$ cat src/rtl/hpss_frame_sequencer.sv
// Frame sequencer for the HPSS FFT -> IFFT pipeline: one forward FFT, a result transfer and an IFFT drain per frame.
// Optional wait-state watchdog is compiled in with `define HPSS_SEQ_TIMEOUT_EN.
module hpss_frame_sequencer #(
    parameter int FRAME_LEN   = 1024,
    parameter int ADDR_W      = 10,
    parameter int LVL_W       = 12,
    parameter int IN_THRESH   = 1500,
    parameter int OUT_HI      = 2047,
    parameter int TIMEOUT_CYC = 65535
) (
    input  logic              sys_clk,
    input  logic              sys_rst_n2,
    input  logic              enable,
    input  logic [LVL_W-1:0]  wr_water_level,
    output logic              data_en,
    output logic              fft_start,
    input  logic              fft_finish,
    output logic              fft_rd_en,
    output logic [ADDR_W-1:0] fft_addr,
    output logic              ifft_start,
    input  logic              ifft_finish,
    output logic              ifft_rd_en,
    output logic [ADDR_W-1:0] ifft_addr,
    input  logic [LVL_W-1:0]  rd_water_level_out,
    output logic              voice_en_out,
    output logic              busy,
    output logic [15:0]       frame_cnt,
    output logic              timeout_err
);

    typedef enum logic [2:0] {
        IDLE,
        FFT_START,
        FFT_WAIT,
        XFER,
        IFFT_WAIT,
        DRAIN
    } state_t;

    localparam logic [ADDR_W-1:0] LAST_ADDR = ADDR_W'(FRAME_LEN - 1);
    localparam logic [LVL_W-1:0]  IN_LVL    = LVL_W'(IN_THRESH);
    localparam logic [LVL_W-1:0]  OUT_LVL   = LVL_W'(OUT_HI);

    state_t            state_q;
    logic              fft_start_q;
    logic              fft_rd_en_q;
    logic [ADDR_W-1:0] fft_addr_q;
    logic              ifft_start_q;
    logic              ifft_rd_en_q;
    logic [ADDR_W-1:0] ifft_addr_q;
    logic              busy_q;
    logic [15:0]       frame_cnt_q;
    logic              data_en_q;
    logic              data_en_d;
    logic              voice_en_q;
    logic              voice_en_d;

`ifdef HPSS_SEQ_TIMEOUT_EN
    localparam int              TO_W    = $clog2(TIMEOUT_CYC + 1);
    localparam logic [TO_W-1:0] TO_LAST = TO_W'(TIMEOUT_CYC - 1);

    logic [TO_W-1:0] wait_cnt_q;
    logic            timeout_err_q;
    logic            wait_expired;

    // The cycle in which the counter holds TIMEOUT_CYC-1 is the last allowed wait cycle.
    assign wait_expired = (wait_cnt_q == TO_LAST);
    assign timeout_err  = timeout_err_q;
`else
    logic unused_timeout_cfg;

    assign unused_timeout_cfg = ^TIMEOUT_CYC;
    assign timeout_err        = 1'b0;
`endif

    assign data_en_d = enable && (wr_water_level <= IN_LVL);

    // Output-FIFO gate with hysteresis; an empty FIFO always closes it.
    always_comb begin
        voice_en_d = voice_en_q;
        if (rd_water_level_out == '0) begin
            voice_en_d = 1'b0;
        end else if (rd_water_level_out >= OUT_LVL) begin
            voice_en_d = 1'b1;
        end
    end

    always_ff @(posedge sys_clk or posedge sys_rst_n2) begin
        if (sys_rst_n2) begin
            data_en_q  <= 1'b0;
            voice_en_q <= 1'b0;
        end else begin
            data_en_q  <= data_en_d;
            voice_en_q <= voice_en_d;
        end
    end

    always_ff @(posedge sys_clk or posedge sys_rst_n2) begin
        if (sys_rst_n2) begin
            state_q       <= IDLE;
            fft_start_q   <= 1'b0;
            fft_rd_en_q   <= 1'b0;
            fft_addr_q    <= '0;
            ifft_start_q  <= 1'b0;
            ifft_rd_en_q  <= 1'b0;
            ifft_addr_q   <= '0;
            busy_q        <= 1'b0;
            frame_cnt_q   <= '0;
`ifdef HPSS_SEQ_TIMEOUT_EN
            wait_cnt_q    <= '0;
            timeout_err_q <= 1'b0;
`endif
        end else begin
            fft_start_q  <= 1'b0;
            ifft_start_q <= 1'b0;
            case (state_q)
                IDLE: begin
                    if (enable) begin
                        state_q     <= FFT_START;
                        fft_start_q <= 1'b1;
                        busy_q      <= 1'b1;
                    end
                end
                FFT_START: begin
                    state_q <= FFT_WAIT;
`ifdef HPSS_SEQ_TIMEOUT_EN
                    wait_cnt_q <= '0;
`endif
                end
                FFT_WAIT: begin
                    if (fft_finish) begin
                        state_q      <= XFER;
                        ifft_start_q <= 1'b1;
                        fft_rd_en_q  <= 1'b1;
                        fft_addr_q   <= '0;
`ifdef HPSS_SEQ_TIMEOUT_EN
                    end else if (wait_expired) begin
                        state_q       <= IDLE;
                        busy_q        <= 1'b0;
                        timeout_err_q <= 1'b1;
                    end else begin
                        wait_cnt_q <= wait_cnt_q + 1'b1;
`endif
                    end
                end
                XFER: begin
                    if (fft_addr_q == LAST_ADDR) begin
                        state_q     <= IFFT_WAIT;
                        fft_rd_en_q <= 1'b0;
                        fft_addr_q  <= '0;
`ifdef HPSS_SEQ_TIMEOUT_EN
                        wait_cnt_q  <= '0;
`endif
                    end else begin
                        fft_addr_q <= fft_addr_q + 1'b1;
                    end
                end
                IFFT_WAIT: begin
                    if (ifft_finish) begin
                        state_q      <= DRAIN;
                        ifft_rd_en_q <= 1'b1;
                        ifft_addr_q  <= '0;
`ifdef HPSS_SEQ_TIMEOUT_EN
                    end else if (wait_expired) begin
                        state_q       <= IDLE;
                        busy_q        <= 1'b0;
                        timeout_err_q <= 1'b1;
                    end else begin
                        wait_cnt_q <= wait_cnt_q + 1'b1;
`endif
                    end
                end
                DRAIN: begin
                    if (ifft_addr_q == LAST_ADDR) begin
                        ifft_rd_en_q <= 1'b0;
                        ifft_addr_q  <= '0;
                        frame_cnt_q  <= frame_cnt_q + 1'b1;
                        // Chain straight into the next frame when still enabled.
                        if (enable) begin
                            state_q     <= FFT_START;
                            fft_start_q <= 1'b1;
                        end else begin
                            state_q <= IDLE;
                            busy_q  <= 1'b0;
                        end
                    end else begin
                        ifft_addr_q <= ifft_addr_q + 1'b1;
                    end
                end
                default: begin
                    state_q      <= IDLE;
                    busy_q       <= 1'b0;
                    fft_rd_en_q  <= 1'b0;
                    fft_addr_q   <= '0;
                    ifft_rd_en_q <= 1'b0;
                    ifft_addr_q  <= '0;
                end
            endcase
        end
    end

    assign data_en      = data_en_q;
    assign fft_start    = fft_start_q;
    assign fft_rd_en    = fft_rd_en_q;
    assign fft_addr     = fft_addr_q;
    assign ifft_start   = ifft_start_q;
    assign ifft_rd_en   = ifft_rd_en_q;
    assign ifft_addr    = ifft_addr_q;
    assign voice_en_out = voice_en_q;
    assign busy         = busy_q;
    assign frame_cnt    = frame_cnt_q;

endmodule

$ cat config.mk
export PLATFORM = sky130hd
export DESIGN_NAME = hpss_frame_sequencer
export DESIGN_NICKNAME = d
export VERILOG_FILES = /design/src/rtl/hpss_frame_sequencer.sv
export SDC_FILE = /design/constraint.sdc
export NUM_CORES = 1
export LEC_CHECK = 0
export CORE_MARGIN = 4
export CORE_UTILIZATION = 50
export CTS_CLUSTER_DIAMETER = 40
export CTS_CLUSTER_SIZE = 30
export DETAILED_ROUTE_END_ITERATION = 7
export PLACE_DENSITY = 0.92
export SLEW_MARGIN = 40
export SYNTH_ARGS = -nofsm -noshare
export SYNTH_HDL_FRONTEND = slang
export SYNTH_SLANG_ARGS = --single-unit
$ cat constraint.sdc
create_clock -name sys_clk -period 3 [get_ports sys_clk]
set_clock_uncertainty 0.15 [all_clocks]
set_input_delay 0.3 -clock sys_clk [delete_from_list [all_inputs] [get_ports sys_clk]]
set_output_delay 0.3 -clock sys_clk [all_outputs]
set_load 0.05 [all_outputs]
==> flow_summary.ini, run 1 <==
[sta]
max_slew.worst_pin.slew_ps = 786.7
post-route-worst-setup-slack_ps = 859.5
fin_tns_setup_ps = 0
setup_viol = 0
max-slew-margin-rel_pct = 47.10
rsz0062_at_grt = false
timing.fmax_ghz = 0.4672
maxSlewViolCount = 0
fin_crit_sh_pct = 71.35
period_minus_slack_ps = 2140
finalHoldViolCount = 0

[route]
num_vias = 2133
drt-total-wl_mm = 5.630
drc = 0
drtIter0Drc = 87
detail-route-antenna-nets = 0
viasPerCell = 5.909
wl_per_cell_um = 15.60
dr.pass1.iters = 4

[setup_path]
endpoint_kind = primary output
crit_path_top_delay_cell = clkdlybuf4s50_1
crit_type = register to primary output
crit_family = buffers and inverters
worstPathCellList = clkdlybuf4s50_1
cp-start-kind = register
crit_arrival_ps = 1690
cpPeakStageDelay_ps = 870
path_buf_inv = 1
worstPathRequired_ps = 2550
crit_fanout = 9

[power]
powerDensity_mw_per_mm2 = 454.0
peakVddDrop_v = 0.0003393
power.leakage_nw = 1.371

[yosys]
syn_inst = 238
syn-cell-area_mm2 = 0.002397
avgSynthCellArea_um2 = 10.07
yosys_warnings = 0
synth_top_area_share_pct = 48.02
async_flop_share_pct = 100.0
synth_edf_count = 0
synth_area_leaders = dfrtp_1 (48%), xnor2_1 (5.5%), nand3_1 (3.5%)
synth_top_cell_by_area = dfrtp_1
ys_ff_latch = 46
ys.flop_type = dfrtp_1
ys_seq_area_share_pct = 48.02
synth_cell_types = 45
synth_nets = 270

[placed_design]
place_congestion = 0.8151
io_buffers = 71
dpl.hpwl_mm = 3.922
post-place-ws_ps = 1022

[floorplanning]
die_h_um = 77.25
die_w_um = 77.25
start_util_pct = 53.22
die_area_mm2 = 0.005967
rows = 24
core_area_mm2 = 0.004504
ios = 73

[clock_tree]
postCtsHoldBufs = 0
insertion_delay_ps = 300
postCtsResizedCells = 0
numCtsBuffers = 5
cts_sinks = 46
cts_setup_buffers = 0
clk_path_buf_depth = 2
clk_pin_slew_worst_paths_ps = 90
htreeDepth = 2
cts_root_buffer = clkbuf_8
cts_tree = built

[layout]
fin_util_pct = 71.61
syn_to_final_growth_pct = 34.55
num_antenna_cells = 0
final_layout_size_suffix_gt1_share_pct = 6.796
seq_area_mm2 = 0.001151
fillCellCount = 334
nets = 340
multi_input_area_mm2 = 0.001172

[global_routing]
grtUsageTotal_pct = 19.36
overflow = 0
antenna_found_initial = 0
first_global_vias = 1984
grt_pass1_wl_mm = 9.446
grt_max_degree = 47

[flow_run]
drv_cap = 0

[run_status]
status = finished clean

[worst_hold_path]
hold_class = primary input to async pin
==> synth_stat cells, types with 6 or more instances <==
cell	n
nor2_1	16
xor2_1	6
nand2_1	19
o31ai_1	8
nor3_1	6
o21ai_0	16
nand3_1	17
dfrtp_1	46
and3_1	7
inv_1	7
nand4_1	10
xnor2_1	15
==> cells in the final DEF, fill, tap and decap left out, types with 6 or more instances in the layout <==
cell / Yosys / final
nor2_1: 16 / 16
o21ai_0: 16 / 16
nand4_1: 10 / 10
nand3_1: 17 / 17
nor3_1: 6 / 6
nand2_1: 19 / 19
inv_1: 7 / 6
clkdlybuf4s50_1: 0 / 71
xnor2_1: 15 / 15
xor2_1: 6 / 6
and3_1: 7 / 7
o31ai_1: 8 / 8
dfrtp_1: 46 / 46
==> worst paths after layout <==
path | slack [ps] | cells after the start | end | startpoint
worst max-delay path | 860 | 1 | ifft_addr[4] | ifft_addr[4]
worst min-delay path | 260 | 2 | frame_cnt[5] | sys_rst_n2
worst max register to register | 960 | 5 | frame_cnt[1] | ifft_addr[0]
worst min register to register | 330 | 1 | frame_cnt[15] | frame_cnt[15]
max in group asynchronous | 2060 | 2 | state_q[0] | sys_rst_n2
min in group sys_clk | 330 | 1 | frame_cnt[15] | frame_cnt[15]
==> sequential cells by signal (all words and copies together) (netlist names) <==
register      count
busy              1
data_en           1
fft_addr         10
fft_rd_en         1
fft_start         1
frame_cnt        16
ifft_addr        10
ifft_rd_en        1
ifft_start        1
state_q           3
voice_en_out      1
==> stage by stage <==
step	cell area (um2)	hold slack [ps]	total power [mW]	std cells
detailed placement	3136	324.1	1.094	353
global placement	3133	309.9	1.085	353
CTS	3226	285.3	1.468	361
finish	3226	259.9	1.465	361
floorplan	2397	250.8	0.9472	238
global route	3226	303.6	1.529	361
==> metal layers <==
layer  track usage, %  wire, um  vias up
met5                0         0        -
met4            7.829        83        0
met3            5.152       480        8
met2            31.35      2658      101
met1            24.53      2407     1001
li1                 -         -     1023
==> where the power goes <==
part | leakage, nW | internal (mW) | switching [mW]
logic | 0.730 | 0.139 | 0.227
clock network | 0.0441 | 0.164 | 0.219
registers | 0.597 | 0.659 | 0.0566
==> layout make-up <==
cell class	instances	share of cell area (%)
multi-input combinational	176	36.35
sequential	46	35.69
timing repair buffer	72	22.27
clock buffer	5	2.133
tap	52	2.017
inverter	7	0.8922
clock inverter	3	0.6594
==> logic make-up after synthesis <==
kind of cell	share of synthesized area, %
AO/OA/AOI/OAI	12.79
XOR/XNOR	7.672
adder cells (fa/ha/maj)	1.566
buffers and inverters	3.079
flip-flops	48.02
multiplexers	0.8872
other	0.1564
AND/OR/NAND/NOR	25.84
(Power assumes the default switching activity.)
==> inputs of run 2 (changes only) <==
Settings changed: CORE_UTILIZATION 50 to 42, PLACE_DENSITY 0.92 to 0.83.
Clock period 3 ns to 1.8 ns, I/O delays scaled along.
==> run 2 against run 1 <==
Against the previous run:
- final area increased by 3.5%
- final cell count increased by 9.4%
- die area increased by 17%
- register-to-register slack got worse by 870 ps
- wire length increased by 0.27%
- critical endpoint is now fft_addr[6]
==> flow_summary.ini, run 2 (synthesis gave the netlist of run 1 again) <==
[floorplanning]
die_w_um = 83.55
die_h_um = 83.55
start_util_pct = 43.54
die_area_mm2 = 0.006981
core_area_mm2 = 0.005507
ios = 73
rows = 27

[power]
power.leakage_nw = 1.495
internal_power_mw = 1.624
powerDensity_mw_per_mm2 = 734.1
pwr-share-clk_pct = 24.8
p_seq_share_pct = 49.1
switching_share_pct = 33.74
p_total_mw = 2.451
p_comb_share_pct = 26.1
peakVddDrop_v = 0.0005160
switchingPower_uw = 826.9

[layout]
fillCellCount = 468
nets = 354
final_layout_size_suffix_gt1_share_pct = 31.89
largest_register_ff_count = 16
seq_area_mm2 = 0.001177
fin_area_mm2 = 0.003338
layout_common_cells = buf_4 (57), clkdlybuf4s50_1 (28), dfrtp_1 (25)
layout_commonest_cell = buf_4
multi_input_area_mm2 = 0.001234
num_antenna_cells = 0
syn_to_final_growth_pct = 39.25

[sta]
fin_tns_setup_ps = 0
finalHoldViolCount = 0
post-route-worst-setup-slack_ps = 88.51
period_minus_slack_ps = 1711
maxSlewViolCount = 0
timing.fmax_ghz = 0.5843
rsz0062_at_grt = false
setup_viol = 0
whs_ps = 79.21
fin_crit_sh_pct = 95.08

[placed_design]
dpl.hpwl_mm = 4.307
place_congestion = 0.8875
place_area_mm2 = 0.003243
io_buffers = 71
post-place-ws_ps = 6.897

[setup_path]
worstPathRequired_ps = 1880
endpoint_kind = register
cp-start-kind = register
crit_fanout = 6
crit_arrival_ps = 1790
crit_type = register to register
cpPeakStageDelay_ps = 460
worstPathCellList = ha_4 -> and4_2 -> a31oi_2 -> a21oi_1 -> o22ai_1
crit_path_top_delay_cell = dfrtp_2

[worst_hold_path]
hold_class = primary input to async pin

[route]
drtIter0Drc = 106
wl_per_cell_um = 14.29
dr.pass1.iters = 4
detail-route-antenna-nets = 0
viasPerCell = 5.387
drt-total-wl_mm = 5.645
num_vias = 2128
drc = 0

[clock_tree]
numCtsBuffers = 5
insertion_delay_ps = 300
clk_path_buf_depth = 2
htreeDepth = 2
cts_sinks = 46
cts_root_buffer = clkbuf_8
clk_pin_slew_worst_paths_ps = 90
cts_tree = built

[run_status]
status = finished clean

[global_routing]
grt_max_degree = 47
overflow = 0
first_global_vias = 2042
grtUsageTotal_pct = 16.42
grt_pass1_wl_mm = 9.494
antenna_found_initial = 0

[flow_run]
drv_cap = 0
-- run 2: cell type report --
| cell class | count | share of cell area, % |
|---|---|---|
| sequential | 46 | 35.27 |
| clock inverter | 2 | 0.2999 |
| timing repair buffer | 86 | 21.81 |
| tap | 72 | 2.699 |
| multi-input combinational | 176 | 36.96 |
| inverter | 7 | 0.7871 |
| clock buffer | 6 | 2.174 |
-- run 2: power groups by stage --
stage          clock network (mW)  logic, mW  registers, mW
3_5_place_dp                    0      0.647           1.22
3_3_place_gp                    0      0.635           1.22
2_1_floorplan                   0      0.180           1.43
5_1_grt                     0.670      0.694           1.22
4_1_cts                     0.628      0.649           1.20
6_report                    0.607      0.640           1.20
-- run 2: metrics by stage --
step,cells,util [%]
6_report,395,60.62
5_1_grt,395,60.62
4_1_cts,394,60.40
3_5_place_dp,386,58.90
3_3_place_gp,386,58.90
2_1_floorplan,238,-
-- run 2: worst paths after layout --
kind,from,to,slack (ps),cells past startpoint
worst max-delay path,fft_addr[1],fft_addr[6],90,5
worst min-delay path,sys_rst_n2,fft_addr[4],80,3
worst max register to register,fft_addr[1],fft_addr[6],90,5
worst min register to register,frame_cnt[15],frame_cnt[15],320,1
max in group asynchronous,sys_rst_n2,ifft_addr[5],1190,3
min in group sys_clk,rd_water_level_out[11],voice_en_out,310,2
-- run 2: timing repair --
item	CTS	global route
setup endpoints to repair	0	14
hold buffers	0	0
resized for setup	0	4
buffers inserted	0	1
-- run 2: layer usage --
metal	up-vias	track usage [%]	share of wire [%]
met1	1025	19.14	43
met5	-	0	0
met4	0	5.848	2.1
li1	1038	-	-
met2	55	29.08	50
met3	10	4.245	5.0
-- run 2: worst max-delay path: cells and delay by family, from the launching register on --
family,cells,cell delay (ps)
adders and majority gates,1,180
and+or+nand+nor,1,280
AOI/OAI and AO/OA,3,560
DFF,1,460
